### config.mk
export PLATFORM = sky130hd
export DESIGN_NAME = time_stamp_unit_flat
export DESIGN_NICKNAME = d
export VERILOG_FILES = /design/src/rtl/ts_pkg.sv /design/src/rtl/time_stamp_unit_if.sv /design/src/rtl/ts_evt_capture.sv /design/src/rtl/time_stamp_unit.sv /design/src/flat_wrapper.sv
export SDC_FILE = /design/constraint.sdc
export NUM_CORES = 1
export LEC_CHECK = 0
export BUFFER_PORTS_ARGS = -buffer_cell sky130_fd_sc_hd__buf_2
export CAP_MARGIN = 30
export CORE_AREA = 2 2 181 183
export CTS_BUF_LIST = sky130_fd_sc_hd__clkbuf_4 sky130_fd_sc_hd__clkbuf_8
export DETAILED_ROUTE_END_ITERATION = 10
export DIE_AREA = 0 0 183 185
export PLACE_DENSITY_LB_ADDON = 0.08
export SETUP_SLACK_MARGIN = 0.1
export SLEW_MARGIN = 20
export SYNTH_ARGS = -nofsm -noshare
export SYNTH_HDL_FRONTEND = slang
export SYNTH_HIERARCHICAL = 1
export SYNTH_SLANG_ARGS = --single-unit
### constraint.sdc
create_clock -name i_clk_50m -period 7 [get_ports i_clk_50m]
set_input_delay 1.4 -clock i_clk_50m [delete_from_list [all_inputs] [get_ports i_clk_50m]]
set_output_delay 1.4 -clock i_clk_50m [all_outputs]
set_load 0.05 [all_outputs]
### src/rtl/ts_pkg.sv
// Shared constants and helpers for the timestamp unit.
package ts_pkg;

   localparam int unsigned TS_W   = 64;
   localparam int unsigned FRAC_W = 32;

   // Nominal per-tick increment: round(2^frac_w / tick_hz).
   function automatic logic [63:0] calc_inc(input int unsigned frac_w,
                                            input int unsigned tick_hz);
      logic [63:0] num;
      num = 64'd1 << frac_w;
      return (num + 64'(tick_hz / 2)) / 64'(tick_hz);
   endfunction

endpackage

### src/rtl/time_stamp_unit_if.sv
// Host-side bus of the timestamp unit: load, trim, events and capture handshake.
interface time_stamp_unit_if #(
   parameter int unsigned TS_W = ts_pkg::TS_W,
   parameter int unsigned N_CH = 4
);

   logic                   i_time_stamp_sig;
   logic [TS_W-1:0]        i_time_stamp_set;
   logic [15:0]            i_trim;
   logic [N_CH-1:0]        i_evt;
   logic [N_CH-1:0]        i_cap_ack;
   logic [TS_W-1:0]        o_time_stamp_get;
   logic                   o_pps;
   logic [N_CH-1:0]        o_cap_valid;
   logic [N_CH*TS_W-1:0]   o_cap_ts;
   logic [N_CH-1:0]        o_cap_ovf;

   modport master (
      output i_time_stamp_sig, i_time_stamp_set, i_trim, i_evt, i_cap_ack,
      input  o_time_stamp_get, o_pps, o_cap_valid, o_cap_ts, o_cap_ovf
   );

   modport slave (
      input  i_time_stamp_sig, i_time_stamp_set, i_trim, i_evt, i_cap_ack,
      output o_time_stamp_get, o_pps, o_cap_valid, o_cap_ts, o_cap_ovf
   );

endinterface

### src/rtl/ts_evt_capture.sv
// One event channel: synchroniser, rising-edge detect and a single-entry capture slot.
module ts_evt_capture #(
   parameter int unsigned TS_W        = ts_pkg::TS_W,
   parameter int unsigned SYNC_STAGES = 2
) (
   input  logic            i_clk_50m,
   input  logic            i_rst_n,
   input  logic            evt,
   input  logic            cap_ack,
   input  logic [TS_W-1:0] time_now,
   output logic            cap_valid,
   output logic [TS_W-1:0] cap_ts,
   output logic            cap_ovf
);

   logic [SYNC_STAGES-1:0] sync_q;
   logic                   dly_q;
   // Marks which stages hold real samples since reset; an input already high at
   // reset release must not look like a rising edge.
   logic [SYNC_STAGES:0]   prime_q;
   logic                   rise;

   logic                   valid_q, valid_d;
   logic                   ovf_q, ovf_d;
   logic [TS_W-1:0]        ts_q, ts_d;

   // Synchroniser, delay flop and priming shift register.
   always_ff @(posedge i_clk_50m or negedge i_rst_n) begin
      if (!i_rst_n) begin
         sync_q  <= '0;
         dly_q   <= 1'b0;
         prime_q <= '0;
      end else begin
         sync_q  <= {sync_q[SYNC_STAGES-2:0], evt};
         dly_q   <= sync_q[SYNC_STAGES-1];
         prime_q <= {prime_q[SYNC_STAGES-1:0], 1'b1};
      end
   end

   assign rise = sync_q[SYNC_STAGES-1] & ~dly_q & prime_q[SYNC_STAGES];

   // Capture slot: first capture wins until acked; ack in the same cycle frees the slot.
   always_comb begin
      valid_d = valid_q;
      ovf_d   = ovf_q;
      ts_d    = ts_q;
      if (rise) begin
         if (!valid_q || cap_ack) begin
            ts_d    = time_now;
            valid_d = 1'b1;
            ovf_d   = 1'b0;
         end else begin
            ovf_d   = 1'b1;
         end
      end else if (cap_ack && valid_q) begin
         valid_d = 1'b0;
         ovf_d   = 1'b0;
      end
   end

   // Capture state registers.
   always_ff @(posedge i_clk_50m or negedge i_rst_n) begin
      if (!i_rst_n) begin
         valid_q <= 1'b0;
         ovf_q   <= 1'b0;
         ts_q    <= '0;
      end else begin
         valid_q <= valid_d;
         ovf_q   <= ovf_d;
         ts_q    <= ts_d;
      end
   end

   assign cap_valid = valid_q;
   assign cap_ovf   = ovf_q;
   assign cap_ts    = ts_q;

endmodule

### src/rtl/time_stamp_unit.sv
// Fixed-point time accumulator with microsecond tick, host load, PPS and event capture.
module time_stamp_unit #(
   parameter int unsigned CLK_HZ      = 50_000_000,
   parameter int unsigned TICK_HZ     = 1_000_000,
   parameter int unsigned TS_W        = ts_pkg::TS_W,
   parameter int unsigned FRAC_W      = ts_pkg::FRAC_W,
   parameter int unsigned N_CH        = 4,
   parameter int unsigned SYNC_STAGES = 2
) (
   input  logic              i_clk_50m,
   input  logic              i_rst_n,
   time_stamp_unit_if.slave  bus
);

   import ts_pkg::*;

   localparam int unsigned     DIV      = CLK_HZ / TICK_HZ;
   localparam int unsigned     DIV_W    = (DIV > 1) ? $clog2(DIV) : 1;
   localparam logic [DIV_W-1:0] DIV_LAST = DIV_W'(DIV - 1);
   localparam logic [TS_W-1:0] INC      = TS_W'(calc_inc(FRAC_W, TICK_HZ));

   logic [DIV_W-1:0] div_q, div_d;
   logic             tick;
   logic [TS_W-1:0]  ts_q, ts_d;
   logic [TS_W-1:0]  delta;
   logic [TS_W-1:0]  sum;
   logic             pps_q, pps_d;

   assign tick  = (div_q == DIV_LAST);
   // Trim is sampled live on the tick cycle, so a change lands on the next tick.
   assign delta = INC + {{(TS_W-16){bus.i_trim[15]}}, bus.i_trim};
   assign sum   = ts_q + delta;

   // Divider, accumulator and PPS next state; a load drops a coincident tick.
   always_comb begin
      div_d = tick ? '0 : div_q + 1'b1;
      ts_d  = ts_q;
      pps_d = 1'b0;
      if (bus.i_time_stamp_sig) begin
         div_d = '0;
         ts_d  = bus.i_time_stamp_set;
      end else if (tick) begin
         ts_d  = sum;
         // Only an upward carry into the seconds field counts.
         pps_d = ~delta[TS_W-1] & (sum[TS_W-1:FRAC_W] != ts_q[TS_W-1:FRAC_W]);
      end
   end

   // Divider, time and PPS registers.
   always_ff @(posedge i_clk_50m or negedge i_rst_n) begin
      if (!i_rst_n) begin
         div_q <= '0;
         ts_q  <= '0;
         pps_q <= 1'b0;
      end else begin
         div_q <= div_d;
         ts_q  <= ts_d;
         pps_q <= pps_d;
      end
   end

   logic [N_CH-1:0]      cap_valid;
   logic [N_CH-1:0]      cap_ovf;
   logic [N_CH*TS_W-1:0] cap_ts;

   for (genvar k = 0; k < N_CH; k++) begin : g_ch
      ts_evt_capture #(
         .TS_W        (TS_W),
         .SYNC_STAGES (SYNC_STAGES)
      ) u_cap (
         .i_clk_50m (i_clk_50m),
         .i_rst_n   (i_rst_n),
         .evt       (bus.i_evt[k]),
         .cap_ack   (bus.i_cap_ack[k]),
         .time_now  (ts_q),
         .cap_valid (cap_valid[k]),
         .cap_ts    (cap_ts[k*TS_W +: TS_W]),
         .cap_ovf   (cap_ovf[k])
      );
   end

   assign bus.o_time_stamp_get = ts_q;
   assign bus.o_pps            = pps_q;
   assign bus.o_cap_valid      = cap_valid;
   assign bus.o_cap_ts         = cap_ts;
   assign bus.o_cap_ovf        = cap_ovf;

endmodule

### src/flat_wrapper.sv
// flat-port wrapper written by rule: the top's interface ports become plain ports
module time_stamp_unit_flat import ts_pkg::*;
#(
   parameter int unsigned CLK_HZ      = 50_000_000,
   parameter int unsigned TICK_HZ     = 1_000_000,
   parameter int unsigned TS_W        = ts_pkg::TS_W,
   parameter int unsigned FRAC_W      = ts_pkg::FRAC_W,
   parameter int unsigned N_CH        = 4,
   parameter int unsigned SYNC_STAGES = 2
)
  (i_clk_50m, i_rst_n, bus_i_time_stamp_sig, bus_i_time_stamp_set, bus_i_trim, bus_i_evt, bus_i_cap_ack, bus_o_time_stamp_get, bus_o_pps, bus_o_cap_valid, bus_o_cap_ts, bus_o_cap_ovf);
  time_stamp_unit_if #(.TS_W(TS_W), .N_CH(N_CH)) bus_i ();
  input  logic i_clk_50m;
  input  logic i_rst_n;
  input wire logic [$bits(bus_i.i_time_stamp_sig)-1:0] bus_i_time_stamp_sig;
  input wire logic [$bits(bus_i.i_time_stamp_set)-1:0] bus_i_time_stamp_set;
  input wire logic [$bits(bus_i.i_trim)-1:0] bus_i_trim;
  input wire logic [$bits(bus_i.i_evt)-1:0] bus_i_evt;
  input wire logic [$bits(bus_i.i_cap_ack)-1:0] bus_i_cap_ack;
  output wire logic [$bits(bus_i.o_time_stamp_get)-1:0] bus_o_time_stamp_get;
  output wire logic [$bits(bus_i.o_pps)-1:0] bus_o_pps;
  output wire logic [$bits(bus_i.o_cap_valid)-1:0] bus_o_cap_valid;
  output wire logic [$bits(bus_i.o_cap_ts)-1:0] bus_o_cap_ts;
  output wire logic [$bits(bus_i.o_cap_ovf)-1:0] bus_o_cap_ovf;
  assign bus_i.i_time_stamp_sig = bus_i_time_stamp_sig;
  assign bus_i.i_time_stamp_set = bus_i_time_stamp_set;
  assign bus_i.i_trim = bus_i_trim;
  assign bus_i.i_evt = bus_i_evt;
  assign bus_i.i_cap_ack = bus_i_cap_ack;
  assign bus_o_time_stamp_get = bus_i.o_time_stamp_get;
  assign bus_o_pps = bus_i.o_pps;
  assign bus_o_cap_valid = bus_i.o_cap_valid;
  assign bus_o_cap_ts = bus_i.o_cap_ts;
  assign bus_o_cap_ovf = bus_i.o_cap_ovf;
  time_stamp_unit #(.CLK_HZ(CLK_HZ), .TICK_HZ(TICK_HZ), .TS_W(TS_W), .FRAC_W(FRAC_W), .N_CH(N_CH), .SYNC_STAGES(SYNC_STAGES)) u_core (.i_clk_50m(i_clk_50m), .i_rst_n(i_rst_n), .bus(bus_i));
endmodule
==> impl_metrics.toml <==
[run_status]
outcome = "completed"

[synthesis]
synth-async-reset-ratio_pct = 100
synth_seq_area_share_pct = 46.8
synth_edf_count = 0
syn_inst = 1751
yosysWarnings = 6
synth.avg_cell_area_um2 = 11.0
yosysUniqueCellTypes = 87
syn_area_um2 = 19200
ys_seq_elements = 359
syn-num-nets = 1915
synthFlopType = "dfrtp_1"

[finish]
areaGrowthSynthToFinish_pct = 21.8
final_cell_mix = "buf_2, dfrtp_1, mux2_2, nand2_1, a21oi_1"
final_cells = 2705
nets = 2418
layout_commonest_cell = "buf_2"
layout-drive-gt1-share_pct = 40.1
nFillCells = 2309

[clocking]
h-tree-depth = 2
path_clk_slew_ps = 80
numCtsBuffers = 56
tritoncts = "built"
insertion_delay_ps = 630
ctsResizeCount = 0
clockBufferDepth = 3
cts_sinks = 359
cts-hold-fix-buffers = 0
post_cts_buffers = 0
cts-root-buf = "clkbuf_8"

[power_and_ir_drop]
ir_drop_mv = 0.301
power_per_cell_area_nw_per_um2 = 346
p_leak_nw = 11.1

[timing]
min_period_ps = 6340
rsz0062_at_grt = "false"
maxSlewHeadroom_pct = 32.0
fin_skew_ps = 32.5
hold_viol = 0
fin_setup_tns_ps = 0
tightest_slew_ps = 1020
finalSetupViolations = 0
fin_crit_sh_pct = 90.5
fmax_mhz = 158
drv_slew = 0

[route]
wl_per_cell_um = 20.7
remaining_drc_errors = 0
drtAntennaViolNets = 0
num_vias = 15900
firstDrtPassIters = 5
finalWirelength_mm = 56.1
viasPerCell = 5.88
drtIter0Drc = 1026

[critical_path]
worstSetupStartpointType = "primary input"
arrival_ps = 6850
critical_path.max_fanout = 12
r2r_slack_ps = 2670
crit_type = "in -> reg"
r2r_cells = 15
required_ps = 7520
end_kind = "flip-flop"

[global_route]
grt_pass1_vias = 16200
grt_overflow = 0
grt_max_degree = 169
grt_pass1_wl_mm = 86.7
grt_usage_pct = 32.4
grt_antenna_before_repair = 2

[floorplan]
dieHeight_um = 185
initial_core_util_pct = 60.0
fp-row-count = 66
coreArea_um2 = 32000
die-area_um2 = 33900
ios = 420
fp.dieW_um = 183

[place]
gp_routability_congestion = 0.996
io_buffers = 419
dp_cells = 2604
hpwl_mm = 41.8

[worst_hold_path]
min_path_type = "reg -> reg"
min_path_cells = 0

[run]
cap_violations = 0
[report_power, final]
part | switching (mW) | internal [mW] | total [mW]
clock | 0.832 | 1.05 | 1.88
combinational | 2.45 | 1.01 | 3.45
sequential | 0.279 | 2.48 | 2.76
total | 3.56 | 4.54 | 8.10
[per-stage QoR]
stage               hold WS (ps)  total power, mW  worst slack [ps]  instance area [um2]  utilization (%)
floorplan                    331             5.24               500                19200                -
global placement             332             6.15               143                22100             69.1
detailed placement           338             6.22               147                22200             69.3
CTS                          351             8.12               779                23400             73.1
global route                 348             8.43               415                23400             73.1
finish                       349             8.10               665                23400             73.1
[sequential cells by signal (all words and copies together), names as in the netlist, 4 cells and up]
signal,flops
u_core/g_ch.u_cap/cap_ts,256
u_core/bus.o_time_stamp_get,64
u_core/g_ch.u_cap/prime_q,12
u_core/g_ch.u_cap/sync_q,8
u_core/div_q,6
u_core/g_ch.u_cap/cap_ovf,4
u_core/g_ch.u_cap/cap_valid,4
u_core/g_ch.u_cap/dly_q,4
[final cells by class]
type	instances	area, um2	area share [%]
multi-input cells	1286	9610	41.1
inverters	23	86.3	0.369
well taps	408	510	2.18
repair buffers	528	3010	12.8
clock inverters	17	150	0.641
clock buffers	82	1060	4.53
diodes	2	5.00	0.0214
flip-flops and latches	359	8980	38.4
[synthesized netlist by cell type, types with 6 or more instances]
cell | number | area (um2)
a21o_1 | 15 | 113
a21oi_1 | 138 | 691
a31oi_1 | 6 | 37.5
and3_1 | 8 | 50.1
buf_2 | 6 | 30.0
buf_4 | 6 | 45.0
buf_6 | 26 | 293
clkbuf_1 | 44 | 165
dfrtp_1 | 359 | 8980
ha_1 | 72 | 901
inv_1 | 23 | 86.3
mux2_1 | 20 | 225
mux2_2 | 248 | 2790
mux2i_1 | 20 | 200
nand2_1 | 155 | 582
nand3_1 | 20 | 100
nand4_1 | 35 | 219
nor2_1 | 113 | 424
nor2b_1 | 8 | 50.1
nor3_1 | 29 | 145
o211ai_1 | 8 | 60.1
o21a_1 | 16 | 120
o21ai_0 | 113 | 566
o21ai_1 | 14 | 70.1
o21bai_1 | 10 | 75.1
o31ai_1 | 7 | 52.6
or3_1 | 8 | 50.1
xnor2_1 | 51 | 447
xor2_1 | 57 | 499
[metal layers]
layer	track usage, %	share of wire, %
met5	0	0
met4	11.3	2.8
met3	6.92	7.0
met2	56.3	49
met1	40.2	41
[path summary, 6_finish.rpt]
kind                                                       startpoint                                     endpoint
setup / recovery                                        bus_i_trim[0]                   u_core/bus.o_pps$_DFF_PN0_
hold / removal              u_core/g_ch[3].u_cap/prime_q[1]$_DFF_PN0_    u_core/g_ch[3].u_cap/prime_q[2]$_DFF_PN0_
setup reg to reg           u_core/bus.o_time_stamp_get[0]$_DFFE_PN0P_                   u_core/bus.o_pps$_DFF_PN0_
hold reg to reg             u_core/g_ch[3].u_cap/prime_q[1]$_DFF_PN0_    u_core/g_ch[3].u_cap/prime_q[2]$_DFF_PN0_
max in group asynchronous                                     i_rst_n     u_core/g_ch[0].u_cap/sync_q[1]$_DFF_PN0_
min in group asynchronous                                     i_rst_n  u_core/g_ch[2].u_cap/cap_ts[28]$_DFFE_PN0P_
[worst max-delay path: stages]
cell and delay, ps:
buf_2 100, inv_1 80, ha_1 190, nand2b_1 80, and4_1 220, or3_1 380, nor3b_1 200, nor2_1 100
o21a_2 340, buf_4 290, ha_1 370, a21oi_1 200, o21ai_0 190, a21oi_1 370, a21boi_1 440, o211ai_1 160
nor4_1 300, buf_4 190, nand4_1 80, nor4_1 350, nand4_1 120, or3_1 380, o31a_1 290
[kinds of logic (layout without fill, tap and decap cells)]
group	after synthesis	after routing	share of synthesized area, %
and+or+nand+nor	421	421	10.7
AOI/OAI and AO/OA	391	391	12.6
DFF	359	359	46.8
muxes	288	288	16.7
xor gates and xnor gates	109	109	5.04
buffers and inverters	106	650	3.24
adders and majority gates	73	73	4.79
other	4	6	0.0781
No activity file was read; power rests on OpenSTA's default activity.
